<file path="config.mk">
export PLATFORM = sky130hd
export DESIGN_NAME = axis8to32_flat
export DESIGN_NICKNAME = d
export VERILOG_FILES = /design/src/rtl/axis_wc_pkg.sv /design/src/rtl/axis8to32_if.sv /design/src/rtl/axis8to32.sv /design/src/flat_wrapper.sv
export SDC_FILE = /design/constraint.sdc
export NUM_CORES = 1
export LEC_CHECK = 0
export CAP_MARGIN = 20
export CORE_AREA = 3 3 93 73
export DETAILED_ROUTE_END_ITERATION = 16
export DIE_AREA = 0 0 96 76
export PLACE_DENSITY_LB_ADDON = 0.2
export SYNTH_ARGS = -nofsm -noshare
export SYNTH_HDL_FRONTEND = slang
export SYNTH_SLANG_ARGS = --single-unit
</file>
<file path="constraint.sdc">
create_clock -name clk -period 5.35 [get_ports clk]
set_input_delay 1.3375 -clock clk [delete_from_list [all_inputs] [get_ports clk]]
set_output_delay 1.3375 -clock clk [all_outputs]
set_load 0.02 [all_outputs]
</file>
<file path="src/rtl/axis_wc_pkg.sv">
// rtl/axis_wc_pkg.sv - shared constants and keep helper for the AXI-Stream width converters
package axis_wc_pkg;

    localparam int BYTE_W = 8;
    localparam int LANES  = 4;
    localparam int CNT_W  = 2;

    // Keep mask for a word whose last filled slot is cnt; big_endian mirrors the lane order.
    function automatic logic [LANES-1:0] keep_from_cnt(input logic [CNT_W-1:0] cnt,
                                                       input logic big_endian);
        logic [LANES-1:0] k;
        logic [LANES-1:0] r;
        case (cnt)
            2'd0:    k = 4'b0001;
            2'd1:    k = 4'b0011;
            2'd2:    k = 4'b0111;
            default: k = 4'b1111;
        endcase
        for (int i = 0; i < LANES; i++) begin
            r[LANES-1-i] = k[i];
        end
        return big_endian ? r : k;
    endfunction

endpackage

</file>
<file path="src/rtl/axis8to32_if.sv">
// rtl/axis8to32_if.sv - byte-in / word-out stream bundle for the 8-to-32 upsizer
import axis_wc_pkg::*;

interface axis8to32_if;
    logic [BYTE_W-1:0]       m_data;
    logic                    m_valid;
    logic                    m_last;
    logic                    m_ready;
    logic [LANES*BYTE_W-1:0] s_data;
    logic [LANES-1:0]        s_keep;
    logic                    s_last;
    logic                    s_valid;
    logic                    s_ready;

    modport slave (
        input  m_data, m_valid, m_last, s_ready,
        output m_ready, s_data, s_keep, s_last, s_valid
    );

    modport master (
        output m_data, m_valid, m_last, s_ready,
        input  m_ready, s_data, s_keep, s_last, s_valid
    );
endinterface

</file>
<file path="src/rtl/axis8to32.sv">
// rtl/axis8to32.sv - packs four 8-bit stream beats into one registered 32-bit word
import axis_wc_pkg::*;

module axis8to32 #(
    parameter bit BIG_ENDIAN = 1'b0
) (
    input  logic        clk,
    input  logic        rstf,
    axis8to32_if.slave  bus
);

    logic [CNT_W-1:0]          cnt_q, cnt_d;
    logic [3*BYTE_W-1:0]       acc_q, acc_d;
    logic [LANES*BYTE_W-1:0]   s_data_q, s_data_d;
    logic [LANES-1:0]          s_keep_q, s_keep_d;
    logic                      s_last_q, s_last_d;
    logic                      s_valid_q, s_valid_d;

    logic                      m_ready_w;
    logic                      in_fire;
    logic                      out_fire;
    logic                      complete;
    logic [LANES*BYTE_W-1:0]   acc_ext;
    logic [LANES*BYTE_W-1:0]   word;

    always_comb begin
        cnt_d     = cnt_q;
        acc_d     = acc_q;
        s_data_d  = s_data_q;
        s_keep_d  = s_keep_q;
        s_last_d  = s_last_q;
        s_valid_d = s_valid_q;
        word      = '0;

        m_ready_w = ~s_valid_q | bus.s_ready;
        in_fire   = bus.m_valid & m_ready_w;
        out_fire  = s_valid_q & bus.s_ready;
        complete  = in_fire & ((cnt_q == CNT_W'(3)) | bus.m_last);

        // Slots past the current beat are forced to zero, so the stale accumulator never leaks out.
        acc_ext = {{BYTE_W{1'b0}}, acc_q};
        for (int i = 0; i < LANES; i++) begin
            if (CNT_W'(i) == cnt_q) begin
                word[(BIG_ENDIAN ? LANES-1-i : i)*BYTE_W +: BYTE_W] = bus.m_data;
            end else if (CNT_W'(i) < cnt_q) begin
                word[(BIG_ENDIAN ? LANES-1-i : i)*BYTE_W +: BYTE_W] = acc_ext[i*BYTE_W +: BYTE_W];
            end
        end

        if (out_fire) begin
            s_valid_d = 1'b0;
        end

        if (complete) begin
            s_data_d  = word;
            s_keep_d  = keep_from_cnt(cnt_q, BIG_ENDIAN);
            s_last_d  = bus.m_last;
            s_valid_d = 1'b1;
            cnt_d     = '0;
        end else if (in_fire) begin
            for (int i = 0; i < 3; i++) begin
                if (CNT_W'(i) == cnt_q) begin
                    acc_d[i*BYTE_W +: BYTE_W] = bus.m_data;
                end
            end
            cnt_d = cnt_q + CNT_W'(1);
        end
    end

    always_ff @(posedge clk or negedge rstf) begin
        if (!rstf) begin
            cnt_q     <= '0;
            acc_q     <= '0;
            s_data_q  <= '0;
            s_keep_q  <= '0;
            s_last_q  <= 1'b0;
            s_valid_q <= 1'b0;
        end else begin
            cnt_q     <= cnt_d;
            acc_q     <= acc_d;
            s_data_q  <= s_data_d;
            s_keep_q  <= s_keep_d;
            s_last_q  <= s_last_d;
            s_valid_q <= s_valid_d;
        end
    end

    assign bus.m_ready = m_ready_w;
    assign bus.s_data  = s_data_q;
    assign bus.s_keep  = s_keep_q;
    assign bus.s_last  = s_last_q;
    assign bus.s_valid = s_valid_q;

endmodule

</file>
<file path="src/flat_wrapper.sv">
// flat-port wrapper written by rule: the top's interface ports become plain ports
module axis8to32_flat 
#(
    parameter bit BIG_ENDIAN = 1'b0
)
  (clk, rstf, bus_m_data, bus_m_valid, bus_m_last, bus_s_ready, bus_m_ready, bus_s_data, bus_s_keep, bus_s_last, bus_s_valid);
  axis8to32_if bus_i ();
  input  logic clk;
  input  logic rstf;
  input wire logic [$bits(bus_i.m_data)-1:0] bus_m_data;
  input wire logic [$bits(bus_i.m_valid)-1:0] bus_m_valid;
  input wire logic [$bits(bus_i.m_last)-1:0] bus_m_last;
  input wire logic [$bits(bus_i.s_ready)-1:0] bus_s_ready;
  output wire logic [$bits(bus_i.m_ready)-1:0] bus_m_ready;
  output wire logic [$bits(bus_i.s_data)-1:0] bus_s_data;
  output wire logic [$bits(bus_i.s_keep)-1:0] bus_s_keep;
  output wire logic [$bits(bus_i.s_last)-1:0] bus_s_last;
  output wire logic [$bits(bus_i.s_valid)-1:0] bus_s_valid;
  assign bus_i.m_data = bus_m_data;
  assign bus_i.m_valid = bus_m_valid;
  assign bus_i.m_last = bus_m_last;
  assign bus_i.s_ready = bus_s_ready;
  assign bus_m_ready = bus_i.m_ready;
  assign bus_s_data = bus_i.s_data;
  assign bus_s_keep = bus_i.s_keep;
  assign bus_s_last = bus_i.s_last;
  assign bus_s_valid = bus_i.s_valid;
  axis8to32 #(.BIG_ENDIAN(BIG_ENDIAN)) u_core (.clk(clk), .rstf(rstf), .bus(bus_i));
endmodule
</file>
==> reports/metrics.csv, run 1 <==
metric,value,unit
drt_drc_violations_left,0,
grt_antenna_before_repair,0,
ys.flop_type,dfrtp_1,
tightest_slew,783,ps
place.port_buffers,51,
setup_viol,0,
cts_resized,0,
area_growth,24.9,%
ctsHoldBuffers,0,
grt_start_max_net_pins,65,
synth.area.top_cells,"dfrtp_1, mux2_2, mux2_4, a22o_1, ha_1",
hold_viol,0,
dp_hpwl,3.76,mm
place.gp.congestion,0.705,
rows,24,
cts_buffers,9,
dieHeight,76,µm
slew_headroom,0.478,
final_common_cell,dfrtp_1,
nNetsFinal,276,
status,finished clean,
finalMaxSlewViolations,0,
grt_pass1_vias,1836,
diodes,0,
pre_cts_ws,1180,ps
routed_wirelength,5.77,mm
synth_top_area_cell,dfrtp_1,
hp-class,register to register,
period_minus_slack,4190,ps
vias_per_cell,5.28,
p_per_area,500,nW/µm²
cp_max_fo,9,
peakVddDrop,295,µV
synthesis.area,2920,µm²
grt_usage,0.176,
synthCells,206,
crit_required,4010,ps
fillCellCount,475,
final_cell_mix,"dfrtp_1, clkdlybuf4s50_1, mux2_2, nand2_1, mux2_4",
start_util,0.499,
fin_crit_sh,0.784,
setup_ws,1160,ps
cts.sinks,64,
dieArea,7300,µm²
arrival,2860,ps
seq_area_frac_synth,0.548,
post-cts-setup-buffers,0,
drive_gt1_frac,0.302,
insertion_delay,340,ps
end_kind,output port,
clk_pin_slew,60,ps
wl_per_cell,17.0,µm
synth.avg_cell_area,14.2,µm²
drt_iter0_drc,75,
clock_skew,3.50,ps
synthDistinctLibCells,26,
drv_cap,0,
clk_path_buf_depth,2,
ant_nets,0,
max_freq,238,MHz
start_kind,input pin,
tns,0,ps
async_flop_share,1.00,
die_x,96,µm
grt_pass1_wl,9.56,mm
grt-ovfl-total,0,
path_class,input pin to output port,
htree_levels,3,
synth-edff-count,0,
syn-num-nets,225,
dr.pass1.iters,4,
vias,1794,
ys_warn_count,0,
ys_ff_latch,64,
io_pins,52,
synth_top_cell_area_share,0.548,
leakage,1.67,nW
clock_tree.root_cell,clkbuf_8,
rsz0062_at_grt,false,
core_area,5860,µm²
tritoncts,built,
==> registers in the layout (all words and copies together) (netlist names) <==
signal / flops
u_core.bus.s_valid: 1
u_core.cnt_q: 2
u_core.bus.s_data: 32
u_core.acc_q: 24
u_core.bus.s_last: 1
u_core.bus.s_keep: 4
==> through the flow <==
| step | total power [mW] | cell area, µm² | utilization | hold slack (ps) | std cells |
|---|---|---|---|---|---|
| 2_1_floorplan | 1.14 | 2920 | - | 475 | 206 |
| 3_3_place_gp | 1.36 | 3430 | 0.585 | 450 | 324 |
| 3_5_place_dp | 1.38 | 3430 | 0.585 | 466 | 324 |
| 4_1_cts | 1.84 | 3650 | 0.623 | 483 | 340 |
| 5_1_grt | 1.92 | 3650 | 0.623 | 510 | 340 |
| 6_report | 1.82 | 3650 | 0.623 | 481 | 340 |
==> power by group <==
| group | leakage, nW | internal [mW] | switching (mW) |
|---|---|---|---|
| clock network | 0.106 | 0.274 | 0.183 |
| registers | 0.806 | 0.657 | 0.0927 |
| logic | 0.760 | 0.349 | 0.270 |
==> synth_stat cells, drive strengths merged, types with 2 or more instances <==
master and count:
nor2b 2, nand2b 2, o21ai 9, nand4 3, ha 6, a22o 15
dfrtp 64, buf 10, inv 6, nand2 19, mux2 57, nor2 2
mux2i 3, clkbuf 2
==> cells by family (layout without fill, tap and decap cells) <==
| family | after synthesis | count (layout) | share of synthesized area |
|---|---|---|---|
| compound gates | 26 | 26 | 0.0656 |
| fa+ha+maj | 6 | 6 | 0.0257 |
| buf+inv | 18 | 74 | 0.0433 |
| flops | 64 | 64 | 0.548 |
| mux | 60 | 60 | 0.253 |
| simple gates | 32 | 32 | 0.0638 |
==> worst max-delay path: stages <==
cell and delay [ps]:
clkdlybuf4s50_1 450, nand2b_1 380, clkdlybuf4s50_1 690
==> layer usage <==
| metal | vias up | track usage | share of wire |
|---|---|---|---|
| met3 | 13 | 0.0582 | 0.054 |
| met5 | - | 0 | 0 |
| met1 | 897 | 0.241 | 0.47 |
| met2 | 54 | 0.251 | 0.46 |
| li1 | 830 | - | - |
| met4 | 0 | 0.0838 | 0.023 |
==> layout make-up <==
class | instances | area, µm² | area share
Multi-Input combinational cell | 124 | 1190 | 0.327
Tap cell | 78 | 97.6 | 0.0267
Inverter | 6 | 22.5 | 0.00617
Timing Repair Buffer | 52 | 513 | 0.141
Clock inverter | 5 | 80.1 | 0.0219
Clock buffer | 11 | 141 | 0.0388
Sequential cell | 64 | 1600 | 0.439
==> path summary, 6_finish.rpt <==
| check | start | to | slack (ps) | depth (start not counted) |
|---|---|---|---|---|
| hold / removal | u_core.bus.s_keep[0] | u_core.bus.s_keep[0] | 480 | 1 |
| hold reg to reg | u_core.bus.s_keep[0] | u_core.bus.s_keep[0] | 480 | 1 |
| min in group asynchronous | rstf | u_core.bus.s_data[17] | 1170 | 2 |
| setup / recovery | bus_s_ready | bus_m_ready | 1160 | 3 |
| setup reg to reg | u_core.cnt_q[1] | u_core.bus.s_data[12] | 3110 | 4 |
| max in group asynchronous | rstf | u_core.bus.s_keep[2] | 3680 | 2 |
Power figures use the tool's default switching activity.
==> run 2, diff against run 1 <==
clock period = 4.4 ns   (was 5.35 ns; I/O delays follow)
==> run 2 against run 1 <==
Compared with the run above:
- clock power is 12% higher
- critical path depth unchanged
- non-clock buffer count rose by 1
- largest cell class unchanged
- highest routed layer unchanged
- wire length about the same
==> reports/metrics.csv, run 2 (synthesis results as in run 1) <==
metric,value,unit,change
drv_cap,0,,unchanged
grt-ovfl-total,0,,unchanged
dieHeight,76,µm,unchanged
grt_antenna_before_repair,0,,unchanged
ctsHoldBuffers,0,,unchanged
arrival,2300,ps,-560 ps
vias,1776,,-1.0%
drt_drc_violations_left,0,,unchanged
area_growth,24.7,%,
status,finished clean,,
ant_nets,0,,unchanged
grt_start_max_net_pins,44,,-32%
p_per_area,597,nW/µm²,+19%
grt_usage,0.174,,-0.00206
path_class,input pin to output port,,
period_minus_slack,3400,ps,
dr.pass1.iters,4,,unchanged
die_x,96,µm,unchanged
drt_iter0_drc,59,,-21%
insertion_delay,330,ps,about the same
hp-class,register to register,,
dp_hpwl,3.81,mm,+1.6%
place.port_buffers,51,,unchanged
rows,24,,unchanged
tritoncts,built,,
nNetsFinal,277,,+0.36%
cts_buffers,9,,unchanged
power,2.17,mW,+19%
critical_path.startpoint,bus_s_ready,,
tightest_slew,922,ps,+139 ps
wl_per_cell,16.9,µm,-0.33%
setup_viol,0,,unchanged
htree_levels,3,,unchanged
clk_pin_slew,60,ps,about the same
max_freq,294,MHz,
cts_resized,0,,unchanged
core_area,5860,µm²,unchanged
min_from,u_core.bus.s_keep[0],,
grt_pass1_vias,1920,,+4.6%
grt_pass1_wl,9.60,mm,+0.43%
rsz0062_at_grt,false,,
hold_viol,0,,unchanged
fillCellCount,475,,unchanged
tns,0,ps,unchanged
diodes,0,,unchanged
setup_ws,1000,ps,-156 ps
crit_required,3300,ps,-710 ps
end_kind,output port,,
largest_reg_flops,32,,unchanged
routed_wirelength,5.77,mm,about the same
post-cts-setup-buffers,0,,unchanged
cts.sinks,64,,unchanged
start_kind,input pin,,
r2r-start,u_core.cnt_q[1],,
final_cell_mix,"dfrtp_1, clkdlybuf4s50_1, mux2_2, nand2_1, mux2_4",,
clock_tree.root_cell,clkbuf_8,,
cp_max_fo,2,,-7
fin_crit_sh,0.772,,
place.gp.congestion,0.696,,-1.3%
peakVddDrop,327,µV,+11%
start_util,0.499,,unchanged
final_core_util,0.622,,-0.00128
io_pins,52,,unchanged
pre_cts_ws,997,ps,-179 ps
clock_skew,6.14,ps,+2.64 ps
dieArea,7300,µm²,unchanged
clk_path_buf_depth,2,,unchanged
leakage,1.67,nW,about the same
vias_per_cell,5.21,,-1.3%
slew_headroom,0.385,,-0.0927
final_common_cell,dfrtp_1,,
finalMaxSlewViolations,0,,unchanged
drive_gt1_frac,0.308,,+0.00646
-- run 2: cell count changes in the layout (fill, tap and decap cells not counted), sizes merged --
cell and delta:
buf +1, bufinv -1, clkinv +1
-- run 2: final timing paths --
check / to / slack, ps / cells after the start
worst min-delay path: u_core.bus.s_keep[0] / 470 / 1
min in group asynchronous: u_core.bus.s_data[16] / 900 / 1
worst max register to register: u_core.bus.s_data[14] / 2150 / 4
max in group asynchronous: u_core.bus.s_data[26] / 2660 / 2
worst min register to register: u_core.bus.s_keep[0] / 470 / 1
worst max-delay path: bus_m_ready / 1000 / 3
-- run 2: layer usage --
metal  wire length [µm]  track usage  part of all wire
met5                  0            0                 0
met4                 91       0.0625             0.016
met1               2650        0.236              0.46
met3                278       0.0612             0.048
met2               2750        0.258              0.48
-- run 2: layout make-up --
cell class,count,area [µm²],share of cell area
clock inverters,5,55.1,0.0151
repair buffers,53,520,0.143
clock buffers,11,151,0.0416
multi-input cells,124,1190,0.327
inverters,6,22.5,0.00619
flip-flops and latches,64,1600,0.440
well taps,78,97.6,0.0268
-- run 2: metrics by stage --
step / hold WS (ps) / std cells / cell area (µm²)
floorplan: 475 / 206 / 2920
global placement: 450 / 325 / 3430
detailed placement: 452 / 325 / 3430
CTS: 471 / 341 / 3640
global route: 506 / 341 / 3640
finish: 468 / 341 / 3640
-- run 2: critical path, stage by stage --
cell and delay [ps]:
clkdlybuf4s50_1 450, nand2b_1 120, clkdlybuf4s50_1 630
-- run 2: power by group --
| group | total [mW] | internal (mW) | switching, mW |
|---|---|---|---|
| sequential | 0.910 | 0.798 | 0.112 |
| clock | 0.511 | 0.290 | 0.220 |
| combinational | 0.752 | 0.425 | 0.328 |
